[config.mk]
export PLATFORM = sky130hd
export DESIGN_NAME = call_request_queue
export DESIGN_NICKNAME = d
export VERILOG_FILES = /design/src/rtl/elevator_pkg.sv /design/src/rtl/btn_conditioner.sv /design/src/rtl/call_request_queue.sv
export SDC_FILE = /design/constraint.sdc
export NUM_CORES = 1
export LEC_CHECK = 0
export CAP_MARGIN = 40
export CORE_MARGIN = 2
export CORE_UTILIZATION = 58
export CTS_CLUSTER_DIAMETER = 150
export CTS_CLUSTER_SIZE = 25
export DETAILED_ROUTE_END_ITERATION = 10
export MAX_ROUTING_LAYER = met4
export PLACE_DENSITY = 0.76
export SYNTH_ARGS = -nofsm -noshare
export SYNTH_HDL_FRONTEND = slang
export SYNTH_HIERARCHICAL = 1
export SYNTH_SLANG_ARGS = --single-unit
[constraint.sdc]
create_clock -name clk -period 4.2 [get_ports clk]
set_clock_uncertainty 0.05 [all_clocks]
set_input_delay 1.26 -clock clk [delete_from_list [all_inputs] [get_ports clk]]
set_output_delay 1.26 -clock clk [all_outputs]
set_load 0.05 [all_outputs]
[src/rtl/elevator_pkg.sv]
// Shared elevator types: floor number width and car direction encoding.
package elevator_pkg;

  localparam int NUM_FLOORS = 8;

  typedef logic [3:0] floor_t;

  typedef enum logic [1:0] {
    IDLE = 2'b00,
    DOWN = 2'b01,
    UP   = 2'b11
  } dir_t;

endpackage

[src/rtl/btn_conditioner.sv]
// One call button: 2-flop synchronizer, optional debounce (REQ_DEBOUNCE_EN), and a
// registered rising-edge detector that emits a single-cycle press pulse.
module btn_conditioner #(
  parameter int DEBOUNCE_CYCLES = 4
) (
  input  logic clk,
  input  logic rst,
  input  logic btn_i,
  output logic press_o
);

  if (DEBOUNCE_CYCLES < 1) begin : g_bad_debounce
    $error("DEBOUNCE_CYCLES must be at least 1");
  end

  logic sync1_q, sync2_q;
  logic prime1_q, prime2_q;
  logic armed_q, prev_q, press_q;
  logic level;

`ifdef REQ_DEBOUNCE_EN
  localparam int CW = $clog2(DEBOUNCE_CYCLES + 1);

  logic [CW-1:0] cnt_q, cnt_d;
  logic          filt_q, filt_d;

  // NOTE: every variable written here gets a default first, so no path leaves it unassigned (no latch).
  always_comb begin
    cnt_d  = '0;
    filt_d = filt_q;
    if (sync2_q != filt_q) begin
      if (cnt_q == CW'(DEBOUNCE_CYCLES - 1)) filt_d = sync2_q;
      else                                   cnt_d  = cnt_q + 1'b1;
    end
  end

  always_ff @(posedge clk or posedge rst) begin
    if (rst) begin
      cnt_q  <= '0;
      filt_q <= 1'b0;
    end else begin
      cnt_q  <= cnt_d;
      filt_q <= filt_d;
    end
  end

  assign level = filt_q;
`else
  assign level = sync2_q;
`endif

  // A press only counts once a genuine synchronized low has been seen after reset, so a
  // button held through reset never fires; prime*_q marks when sync2_q holds a real sample.
  // NOTE: sequential state uses non-blocking assignments so every flop samples pre-edge values.
  always_ff @(posedge clk or posedge rst) begin
    if (rst) begin
      sync1_q  <= 1'b0;
      sync2_q  <= 1'b0;
      prime1_q <= 1'b0;
      prime2_q <= 1'b0;
      armed_q  <= 1'b0;
      prev_q   <= 1'b0;
      press_q  <= 1'b0;
    end else begin
      sync1_q  <= btn_i;
      sync2_q  <= sync1_q;
      prime1_q <= 1'b1;
      prime2_q <= prime1_q;
      armed_q  <= armed_q | (prime2_q & ~sync2_q);
      prev_q   <= level;
      press_q  <= level & ~prev_q & armed_q;
    end
  end

  assign press_o = press_q;

endmodule

[src/rtl/call_request_queue.sv]
// Elevator hall-call queue: conditions buttons, serialises arrivals one floor per cycle,
// and presents pending floors in arrival order. Optional debounce via REQ_DEBOUNCE_EN.
module call_request_queue #(
  parameter int NUM_FLOORS      = elevator_pkg::NUM_FLOORS,
  parameter int FIFO_DEPTH      = 8,
  parameter int DEBOUNCE_CYCLES = 4
) (
  input  logic                  clk,
  input  logic                  rst,
  input  logic [NUM_FLOORS-1:0] btn,
  output logic                  req_valid,
  input  logic                  req_ready,
  output logic [3:0]            req_floor,
  input  logic                  svc_valid,
  input  logic [2:0]            svc_floor,
  output logic [NUM_FLOORS-1:0] pending,
  output logic [3:0]            count,
  output logic                  overflow
);

  import elevator_pkg::*;

  localparam int                    PW  = (FIFO_DEPTH > 1) ? $clog2(FIFO_DEPTH) : 1;
  localparam logic [NUM_FLOORS-1:0] ONE = NUM_FLOORS'(1);

  if (FIFO_DEPTH != NUM_FLOORS) begin : g_depth_check
    $error("FIFO_DEPTH must equal NUM_FLOORS");
  end

  logic [NUM_FLOORS-1:0] press;

  for (genvar i = 0; i < NUM_FLOORS; i++) begin : g_btn
    btn_conditioner #(.DEBOUNCE_CYCLES(DEBOUNCE_CYCLES)) u_cond (
      .clk     (clk),
      .rst     (rst),
      .btn_i   (btn[i]),
      .press_o (press[i])
    );
  end

  logic [NUM_FLOORS-1:0] arrive_q, arrive_d, pending_q, pending_d, queued_q, queued_d;
  logic [PW-1:0]         wr_ptr_q, wr_ptr_d, rd_ptr_q, rd_ptr_d;
  logic [3:0]            count_q, count_d;
  logic                  overflow_q, overflow_d;
  floor_t                fifo_q [FIFO_DEPTH];

  floor_t                arr_floor, head;
  logic [NUM_FLOORS-1:0] arr_mask, head_mask, pop_mask, svc_mask, queued_eff;
  logic                  not_empty, head_live, pop, push, push_ok, full;

  function automatic logic [PW-1:0] ptr_inc(input logic [PW-1:0] p);
    return (p == PW'(FIFO_DEPTH - 1)) ? '0 : p + 1'b1;
  endfunction

  always_comb begin
    arr_floor = '0;
    for (int i = NUM_FLOORS - 1; i >= 0; i--) begin
      if (arrive_q[i]) arr_floor = floor_t'(i);
    end
    arr_mask  = (|arrive_q) ? (ONE << arr_floor) : '0;

    head      = fifo_q[rd_ptr_q];
    head_mask = ONE << head;
    not_empty = (count_q != 4'd0);
    head_live = |(pending_q & head_mask);
    req_valid = not_empty && head_live;
    req_floor = not_empty ? head : '0;
    // Stale heads pop without waiting for req_ready; live heads pop on the handshake.
    pop       = not_empty && (!head_live || req_ready);
    pop_mask  = pop ? head_mask : '0;

    svc_mask  = (svc_valid && (32'(svc_floor) < NUM_FLOORS)) ? (ONE << svc_floor) : '0;

    // A floor popped this cycle is no longer queued, so a same-cycle arrival re-queues it.
    queued_eff = queued_q & ~pop_mask;
    push       = (|arr_mask) && !(|(queued_eff & arr_mask));
    full       = (count_q == 4'(FIFO_DEPTH));
    push_ok    = push && (!full || pop);

    arrive_d   = (arrive_q & ~arr_mask) | press;
    pending_d  = (pending_q & ~svc_mask) | arr_mask;
    queued_d   = queued_eff | arr_mask;
    overflow_d = overflow_q | (push && full && !pop);
    wr_ptr_d   = push_ok ? ptr_inc(wr_ptr_q) : wr_ptr_q;
    rd_ptr_d   = pop ? ptr_inc(rd_ptr_q) : rd_ptr_q;

    count_d = count_q;
    if (push_ok && !pop)      count_d = count_q + 4'd1;
    else if (pop && !push_ok) count_d = count_q - 4'd1;
  end

  always_ff @(posedge clk or posedge rst) begin
    if (rst) begin
      arrive_q   <= '0;
      pending_q  <= '0;
      queued_q   <= '0;
      wr_ptr_q   <= '0;
      rd_ptr_q   <= '0;
      count_q    <= '0;
      overflow_q <= 1'b0;
    end else begin
      arrive_q   <= arrive_d;
      pending_q  <= pending_d;
      queued_q   <= queued_d;
      wr_ptr_q   <= wr_ptr_d;
      rd_ptr_q   <= rd_ptr_d;
      count_q    <= count_d;
      overflow_q <= overflow_d;
    end
  end

  // NOTE: FIFO storage has no reset; count_q gates every read, so stale contents are never seen.
  always_ff @(posedge clk) begin
    if (push_ok) fifo_q[wr_ptr_q] <= arr_floor;
  end

  assign pending  = pending_q;
  assign count    = count_q;
  assign overflow = overflow_q;

endmodule

### Yosys cells after proc, flatten, opt, wreduce, memory -nomap -nowiden

Memories as Yosys holds them, arrays and structs flattened.
Index checks and enable logic that the tools add are counted.

* output and inout port bits: 18
* register bits after elaboration: 77
* input bits: 15
* RAM bits: 32
* logic and storage cells: 159
* memories: 1

Memories
* fifo_q: depth 8, width 4, read ports 1, clocked after memory_dff 0, wr ports 1, line call_request_queue.sv:45 `floor_t fifo_q [FIFO_DEPTH];`

* bitwise logic cells: 60
* shifts and indexed selects: 3
* reductions and logical operators: 21
* $add $sub $neg: 4
* muxes and demuxes: 18
* equality and inequality tests: 3

Operators by type and width (number)
* AND 8 bit: 5
* two-way mux 4 bit: 9
* OR reduction 8 bit: 4
* AND 1 bit: 24
* two-way mux 8 bit: 3
* inverter 8 bit: 3
* bitwise OR 8 bit: 3
* inverter 1 bit: 16
* << shifter 1 x 4 -> 8 bit (first input constant): 2
* two-way mux 3 bit: 4
* bitwise OR 1 bit: 9
* logical AND 1 bit: 8
* << shifter 1 x 3 -> 8 bit (first input constant): 1
* adder 3 x 1 -> 3 bit (second input constant): 2
* equality test 3 bit (second input constant): 2
* logical NOT 1 bit: 5
* adder 4 x 1 -> 4 bit (second input constant): 1
* equality test 4 bit (second input constant): 1
* nonzero test 4 bit: 1
* subtractor 4 x 1 -> 4 bit (second input constant): 1
* logical OR 1 bit: 2
* two-way mux 1 bit: 2
* nonzero test 2 bit: 1

### Depth between registers and ports, before layout

Gate-level depths: netlist (run 1).

* depth after elaboration: 19
* mapped depth: 19
* gate-level depth less buffers: 16

### Modules after synthesis

The synthesis (run 1) kept the hierarchy.

By module, submodules not included
* call_request_queue: times used 1, seq. area each 1596.5 um2, area each 2992.9 um2, cells an instance 261
* btn_conditioner: times used 8, seq. area each 175.2 um2, area each 206.4 um2, cells an instance 12

### Least setup slack after synthesis (run 1)

No wires, ideal clock.

* kind: input to register
* from: input req_ready
* to: register count_q[3] (netlist: count[3])
* library setup time: 147 ps
* path buffers: 1
* setup slack: 452 ps
* cell stages on the path: 15
* data required time: 4003 ps
* arrival: 3552 ps
* cells stage by stage: inv_1 -> a21o_1 -> o41ai_1 -> o22ai_1 -> nand4b_1 -> a21oi_2 -> buf_4 -> ha_1 -> inv_1 -> ha_1 -> a21o_1 -> a21oi_1 -> xnor2_1 -> nor2_1 -> xor2_1

* cells in the longest elaborated chain, start to end: 13
* elaborated cells on any way between the ends: 17
* classes of those cells: mux (2); bitwise (3); reduce/logical (12)

Ends and longest elaborated chain
* start, declared: line call_request_queue.sv:12 `input logic req_ready,`
* logical OR 1 bit *: line call_request_queue.sv:69 `pop = not_empty && (!head_live || req_ready);`
* logical AND 1 bit *: line call_request_queue.sv:69
* two-way mux 8 bit: line call_request_queue.sv:70 `pop_mask = pop ? head_mask : '0;`
* inverter 8 bit: line call_request_queue.sv:75 `queued_eff = queued_q & ~pop_mask;`
* AND 8 bit: line call_request_queue.sv:75
* AND 8 bit: line call_request_queue.sv:76 `push = (|arr_mask) && !(|(queued_eff & arr_mask));`
* OR reduction 8 bit: line call_request_queue.sv:76
* logical NOT 1 bit: line call_request_queue.sv:76
* logical AND 1 bit: line call_request_queue.sv:76
* logical AND 1 bit *: line call_request_queue.sv:78 `push_ok = push && (!full || pop);`
* net push_ok: line call_request_queue.sv:49 `logic not_empty, head_live, pop, push, push_ok, full;`
* logical NOT 1 bit: line call_request_queue.sv:89 `else if (pop && !push_ok) count_d = count_q - 4'd1;`
* logical AND 1 bit: line call_request_queue.sv:89
* nonzero test 2 bit (no line)
* end signal, assigned: line call_request_queue.sv:107 `count_q <= count_d;`
* end, declared: line call_request_queue.sv:43 `logic [3:0] count_q, count_d;`

Mark *: on every way through the listed nets, which the timed path passes. The rest lies on a longest branch.
A chain may end at the register's enable or synchronous reset.

### Worst setup path in the final report (run 1)

* from: register rd_ptr_q[1]
* to: output req_floor[1]

* cells in the longest elaborated chain, start to end: 2

Ends and longest elaborated chain
* start, declared: line call_request_queue.sv:42 `logic [PW-1:0] wr_ptr_q, wr_ptr_d, rd_ptr_q, rd_ptr_d;`
* start signal, assigned: line call_request_queue.sv:106 `rd_ptr_q <= rd_ptr_d;`
* memory read (8 x 4 bit)
* two-way mux 4 bit: line call_request_queue.sv:67 `req_floor = not_empty ? head : '0;`
* end, declared: line call_request_queue.sv:13 `output logic [3:0] req_floor,`

No other way between the ends.

==> results of run 1 <==
==> path summary, 6_finish.rpt <==
| path | start | to | slack, ps | cells past startpoint |
|---|---|---|---|---|
| hold / removal | g_btn[7].u_cond/prime1_q | g_btn[7].u_cond/prime2_q | 300 | 0 |
| hold reg to reg | g_btn[7].u_cond/prime1_q | g_btn[7].u_cond/prime2_q | 300 | 0 |
| setup / recovery | rd_ptr_q[1] | req_floor[1] | 170 | 4 |
| setup reg to reg | rd_ptr_q[0] | count[3] | 370 | 15 |
| min in group asynchronous | rst | g_btn[5].u_cond/armed_q | 1180 | 2 |
| max in group asynchronous | rst | rd_ptr_q[1] | 2020 | 3 |
==> final cells by class <==
class | instances | area, sq um | area share, %
clock inverter | 15 | 158.9 | 2.801
sequential | 115 | 3000 | 52.89
multi-input combinational | 207 | 1494 | 26.33
tap | 102 | 127.6 | 2.250
timing repair buffer | 42 | 387.9 | 6.837
inverter | 24 | 90.09 | 1.588
clock buffer | 17 | 414.1 | 7.300
==> sequential cells by signal, summed over array words and instances (netlist names) <==
register / cells
pending: 8
count: 4
arrive_q: 8
fifo_q: 24
g_btn.u_cond/prime1_q: 8
rd_ptr_q: 3
g_btn.u_cond/armed_q: 8
overflow: 1
g_btn.u_cond/sync1_q: 8
g_btn.u_cond/press_o: 8
g_btn.u_cond/prime2_q: 8
g_btn.u_cond/prev_q: 8
g_btn.u_cond/level: 8
queued_q: 8
wr_ptr_q: 3
==> per-stage QoR <==
step | hold slack, ps | instances | cell area (sq um) | setup TNS [ps] | total power, mW
after floorplan | 281.2 | 357 | 4644 | 0 | 2.880
after global placement | 281.2 | 489 | 5089 | 0 | 3.326
after detailed placement | 284.7 | 489 | 5089 | -92.03 | 3.382
after CTS | 299.8 | 521 | 5662 | 0 | 4.751
after global routing | 306.6 | 522 | 5673 | 0 | 5.008
final | 299.6 | 522 | 5673 | 0 | 4.747
==> where the power goes <==
part	switching (mW)	internal (mW)	leakage [nW]
registers	0.209	1.36	1.25
logic	1.07	0.753	0.939
clock network	0.592	0.762	0.275
total	1.87	2.88	2.46
==> critical path, delay by kind of cell, from the launching register on <==
family	cells	cell delay [ps]
DFF	1	500
buffers and inverters	1	710
muxes	2	920
and+or+nand+nor	1	80
==> cell families (layout without fill, tap and decap cells) <==
logic type                 count (synthesis)  in the layout
AOI/OAI and AO/OA                         57             57
and+or+nand+nor                          110            110
buffers and inverters                     35             98
adders and majority gates                  8              8
xor gates and xnor gates                   4              4
other                                      9              9
muxes                                     19             19
DFF                                      115            115
==> cells in the final DEF, fill, tap and decap left out, types with 5 or more instances in the layout <==
cell type and instances:
inv_6 6, nor3b_2 8, mux2i_1 5, nand3_1 7, mux2_1 6, nand2b_1 11
clkbuf_16 16, dfrtp_1 89, inv_1 22, clkdlybuf4s50_1 29, a21oi_1 8, o21ai_0 9
buf_4 13, o31ai_1 5, a21o_1 16, ha_1 7, conb_1 9, nor2_1 16
edfxtp_1 24, nand2_1 34
==> layer usage <==
layer  vias to the layer above  track usage (%)  wire (um)
li1                       1347                -          -
met1                      1440            28.68       3713
met2                       101            35.85       4252
met3                        18            7.413        482
met4                         0            7.475        167
met5                         -                -          0
==> timing repair <==
| action | 4_1_cts | 5_1_grt |
|---|---|---|
| endpoints found under the hold margin | 0 | 0 |
| setup endpoints to repair | 0 | 4 |
| gates resized for setup | 0 | 3 |
| buffers inserted | 0 | 1 |
==> results.sh, run 1 <==
export IMPL_synth_main_ff_cell="dfrtp_1"
export IMPL_cts_made_buffers=17
export IMPL_drt_iter0_drc=233
export IMPL_cts_path_max_buffers=2
export IMPL_synth_seq_cells=115
export IMPL_synth_area_mux_share_pct=5.927
export IMPL_p_leak_nw=2.464
export IMPL_power_density_nw_per_um2=836.7
export IMPL_route_final_wire_length_um=8615
export IMPL_syn_inst=357
export IMPL_cts_tree="done"
export IMPL_cp_slowest_cell="clkdlybuf4s50_1"
export IMPL_ir_drop_uv=509.4
export IMPL_area_growth_pct=22.14
export IMPL_clock_latency_ps=520
export IMPL_setup_worst_path_start_class="flop"
export IMPL_die_w_um=93.49
export IMPL_crit_arrival_ps=2720
export IMPL_core_sq_um=7727
export IMPL_synth_simple_area_share_pct=13.82
export IMPL_rsz0062_at_grt="false"
export IMPL_antenna_left=0
export IMPL_crit_required_ps=2890
export IMPL_finalNetCount=430
export IMPL_dp_slack_ps=-92.03
export IMPL_grt_use_total_pct=22.91
export IMPL_viasPerCell=5.567
export IMPL_die_area_sq_um=8739
export IMPL_synth_top_family_by_area="simple AND/OR/NAND/NOR gates"
export IMPL_place_congestion=0.8999
export IMPL_n_antenna_cell=0
export IMPL_finalMaxSlewViolations=0
export IMPL_ys_top_cells_by_count="dfrtp_1, nand2_1, edfxtp_1"
export IMPL_synth_enable_flop_cells=24
export IMPL_drive_gt1_share_pct=15.95
export IMPL_setup_violations=0
export IMPL_rows=32
export IMPL_cts_hold_buf=0
export IMPL_syn_nets=380
export IMPL_max_freq_ghz=0.2482
export IMPL_yosys_area_top_type="dfrtp_1"
export IMPL_route_vias_total=2906
export IMPL_drtPass1Iterations=4
export IMPL_hold_path_class="flop to flop"
export IMPL_root_buffer="clkbuf_8"
export IMPL_route_detailed_drc=0
export IMPL_setup_slack_ps=170.9
export IMPL_num_io_pins=33
export IMPL_cp_end_kind="output pin"
export IMPL_worst_pin_slew_ps=836.3
export IMPL_path_class="flop to output pin"
export IMPL_antenna_found_initial=0
export IMPL_path_max_fanout=10
export IMPL_synth_area_leaders="dfrtp_1, edfxtp_1, nand2_1, a21o_1, nor3b_2"
export IMPL_path_cells="mux4_2 -> mux2i_4 -> nor2_1 -> clkdlybuf4s50_1"
export IMPL_synth_top_cell_area_share_pct=49.03
export IMPL_overflow=0
export IMPL_synth_compound_area_share_pct=8.594
export IMPL_slew_headroom_pct=43.82
export IMPL_synth_distinct_cells=58
export IMPL_n_fill_cell=508
export IMPL_place_hpwl_um=5820
export IMPL_max_cap_violations=0
export IMPL_wl_per_cell_um=16.50
export IMPL_synthAdderAreaFrac_pct=2.317
export IMPL_critPathMaxStageDelay_ps=710
export IMPL_htreeDepth=4
export IMPL_period_needed_ps=4029
export IMPL_syn_area_per_cell_sq_um=13.01
export IMPL_synthXorXnorAreaFrac_pct=0.7543
export IMPL_utilization_pct=73.41
export IMPL_start_util_pct=60.10
export IMPL_post_synth_top_count_cell="dfrtp_1"
export IMPL_status="finished clean"
export IMPL_io_buffers=31
export IMPL_cts_sinks=115
export IMPL_clk_pin_slew_ps=70
export IMPL_hold_violations=0
export IMPL_grt_start_max_net_pins=19
export IMPL_async_flop_share_pct=79.13
export IMPL_ys_seq_area_share_pct=64.55
export IMPL_grt_pass1_vias=2916
export IMPL_netlist_area_sq_um=4644
export IMPL_die_y_um=93.49
export IMPL_min_period_over_period_pct=95.93
export IMPL_grt_pass1_wl_um=14390
export IMPL_synth_warnings=6
(Power assumes the default switching activity.)
==> run 2, diff against run 1 <==
--- a/config.mk
+++ b/config.mk
@@ -8,9 +8,10 @@
 export CAP_MARGIN = 40
 export CORE_MARGIN = 2
 export CORE_UTILIZATION = 58
-export CTS_CLUSTER_DIAMETER = 150
+export CTS_CLUSTER_DIAMETER = 40
 export CTS_CLUSTER_SIZE = 25
 export DETAILED_ROUTE_END_ITERATION = 10
+export GPL_ROUTABILITY_DRIVEN = 0
 export MAX_ROUTING_LAYER = met4
 export PLACE_DENSITY = 0.76
 export SYNTH_ARGS = -nofsm -noshare
==> run 2 against run 1 <==
Against the previous run: first-iteration DRC count fell by 39%; sequential power barely moved; cell count rose by 0.57%; die area did not move; global-route usage fell by 0.23 points; routed wire length fell by 2.5%.
==> results.sh, run 2 (synthesis results as in run 1) <==
export IMPL_cts_made_buffers=17
export IMPL_htreeDepth=4
export IMPL_start_util_pct=60.10
export IMPL_finalMaxSlewViolations=0
export IMPL_final_cell_mix="dfrtp_1, nand2_1, clkdlybuf4s50_1"
export IMPL_path_class="flop to output pin"
export IMPL_core_sq_um=7727
export IMPL_viasPerCell=5.465
export IMPL_setup_worst_path_start_class="flop"
export IMPL_final_common_cell="dfrtp_1"
export IMPL_route_detailed_drc=0
export IMPL_grt_start_max_net_pins=36
export IMPL_cts_path_max_buffers=2
export IMPL_drive_gt1_share_pct=17.02
export IMPL_num_io_pins=33
export IMPL_crit_arrival_ps=2720
export IMPL_power_density_nw_per_um2=845.8
export IMPL_regMostFlops="fifo_q"
export IMPL_rrSetupSlack_ps=320
export IMPL_drt_iter0_drc=142
export IMPL_setup_violations=0
export IMPL_hold_violations=0
export IMPL_clk_pin_slew_ps=70
export IMPL_p_leak_nw=2.497
export IMPL_route_final_wire_length_um=8399
export IMPL_route_vias_total=2869
export IMPL_area_growth_pct=23.28
export IMPL_root_buffer="clkbuf_8"
export IMPL_setup_slack_ps=166.7
export IMPL_n_antenna_cell=0
export IMPL_drtPass1Iterations=4
export IMPL_grt_pass1_vias=2912
export IMPL_cts_hold_buf=0
export IMPL_rows=32
export IMPL_slew_headroom_pct=44.60
export IMPL_die_w_um=93.49
export IMPL_path_max_fanout=10
export IMPL_place_hpwl_um=5651
export IMPL_hold_slack_ps=287.7
export IMPL_grt_use_total_pct=22.69
export IMPL_largest_reg_flops=24
export IMPL_max_freq_ghz=0.2479
export IMPL_hold_path_end="g_btn[0].u_cond/prime2_q"
export IMPL_grt_pass1_wl_um=14430
export IMPL_dp_slack_ps=-70.45
export IMPL_ir_drop_uv=504.6
export IMPL_cp_end_kind="output pin"
export IMPL_die_y_um=93.49
export IMPL_io_buffers=31
export IMPL_wl_per_cell_um=16.00
export IMPL_clock_latency_ps=510
export IMPL_cts_tree="done"
export IMPL_min_path_cells=0
export IMPL_hp_start="g_btn[0].u_cond/prime1_q"
export IMPL_hold_path_class="flop to flop"
export IMPL_utilization_pct=74.09
export IMPL_worst_pin_slew_ps=824.6
export IMPL_period_needed_ps=4033
export IMPL_status="finished clean"
export IMPL_die_area_sq_um=8739
export IMPL_antenna_found_initial=0
export IMPL_antenna_left=0
export IMPL_rsz0062_at_grt="false"
export IMPL_crit_required_ps=2890
export IMPL_cts_sinks=115
export IMPL_min_period_over_period_pct=96.03
export IMPL_overflow=0
export IMPL_r2r_end="count[3]"
export IMPL_finalNetCount=433
export IMPL_max_cap_violations=0
export IMPL_reg2regPathDepth=16
export IMPL_reg2reg_from="rd_ptr_q[1]"
## run 2: worst max path at each step
stage | start | to | slack [ps] | depth (start not counted)
floorplan | req_ready | count[3] | 450 | 15
global placement | req_ready | count[3] | 20 | 15
detailed placement | req_ready | count[3] | -70 | 15
CTS | rd_ptr_q[1] | req_floor[1] | 20 | 4
global route | rd_ptr_q[1] | req_valid | 5 | 7
finish | rd_ptr_q[1] | req_floor[1] | 170 | 4
## run 2: through the flow
step,TNS [ps],total power [mW],cell area (sq um),std cells
after floorplan,0,2.880,4644,357
after global placement,0,3.324,5089,489
after detailed placement,-70.45,3.376,5089,489
after CTS,0,4.802,5683,521
after global routing,0,5.120,5725,525
final,0,4.843,5725,525
## run 2: area by class of cell
cell class,count,area (sq um)
clock inverters,15,181.4
fillers,510,2002
repair buffers,45,409.1
inverters,24,90.09
multi-input cells,207,1503
clock buffers,17,414.1
flip-flops and latches,115,3000
well taps,102,127.6
## run 2: where the power goes
group          switching, mW  total, mW  internal, mW
sequential             0.211       1.58          1.36
combinational           1.07       1.86         0.782
clock                  0.585       1.41         0.825
## run 2: critical path, stage by stage (launching register included)
cell and delay (ps):
dfrtp_2 500, mux4_2 580, mux2i_4 320, nor2_1 90, clkdlybuf4s50_1 720
## run 2: timing repair
action / in CTS / in global routing
hold endpoints to repair: 0 / 0
buffers inserted: 0 / 4
gates resized for setup: 1 / 5
endpoints found under the setup margin: 1 / 3
## run 2: routing by layer
layer,vias to the layer above,share of wire (%),GRT usage [%]
li1,1352,-,-
met1,1412,42,28.88
met2,94,52,34.95
met3,11,5.2,7.172
met4,0,1.2,7.721
met5,-,0,-
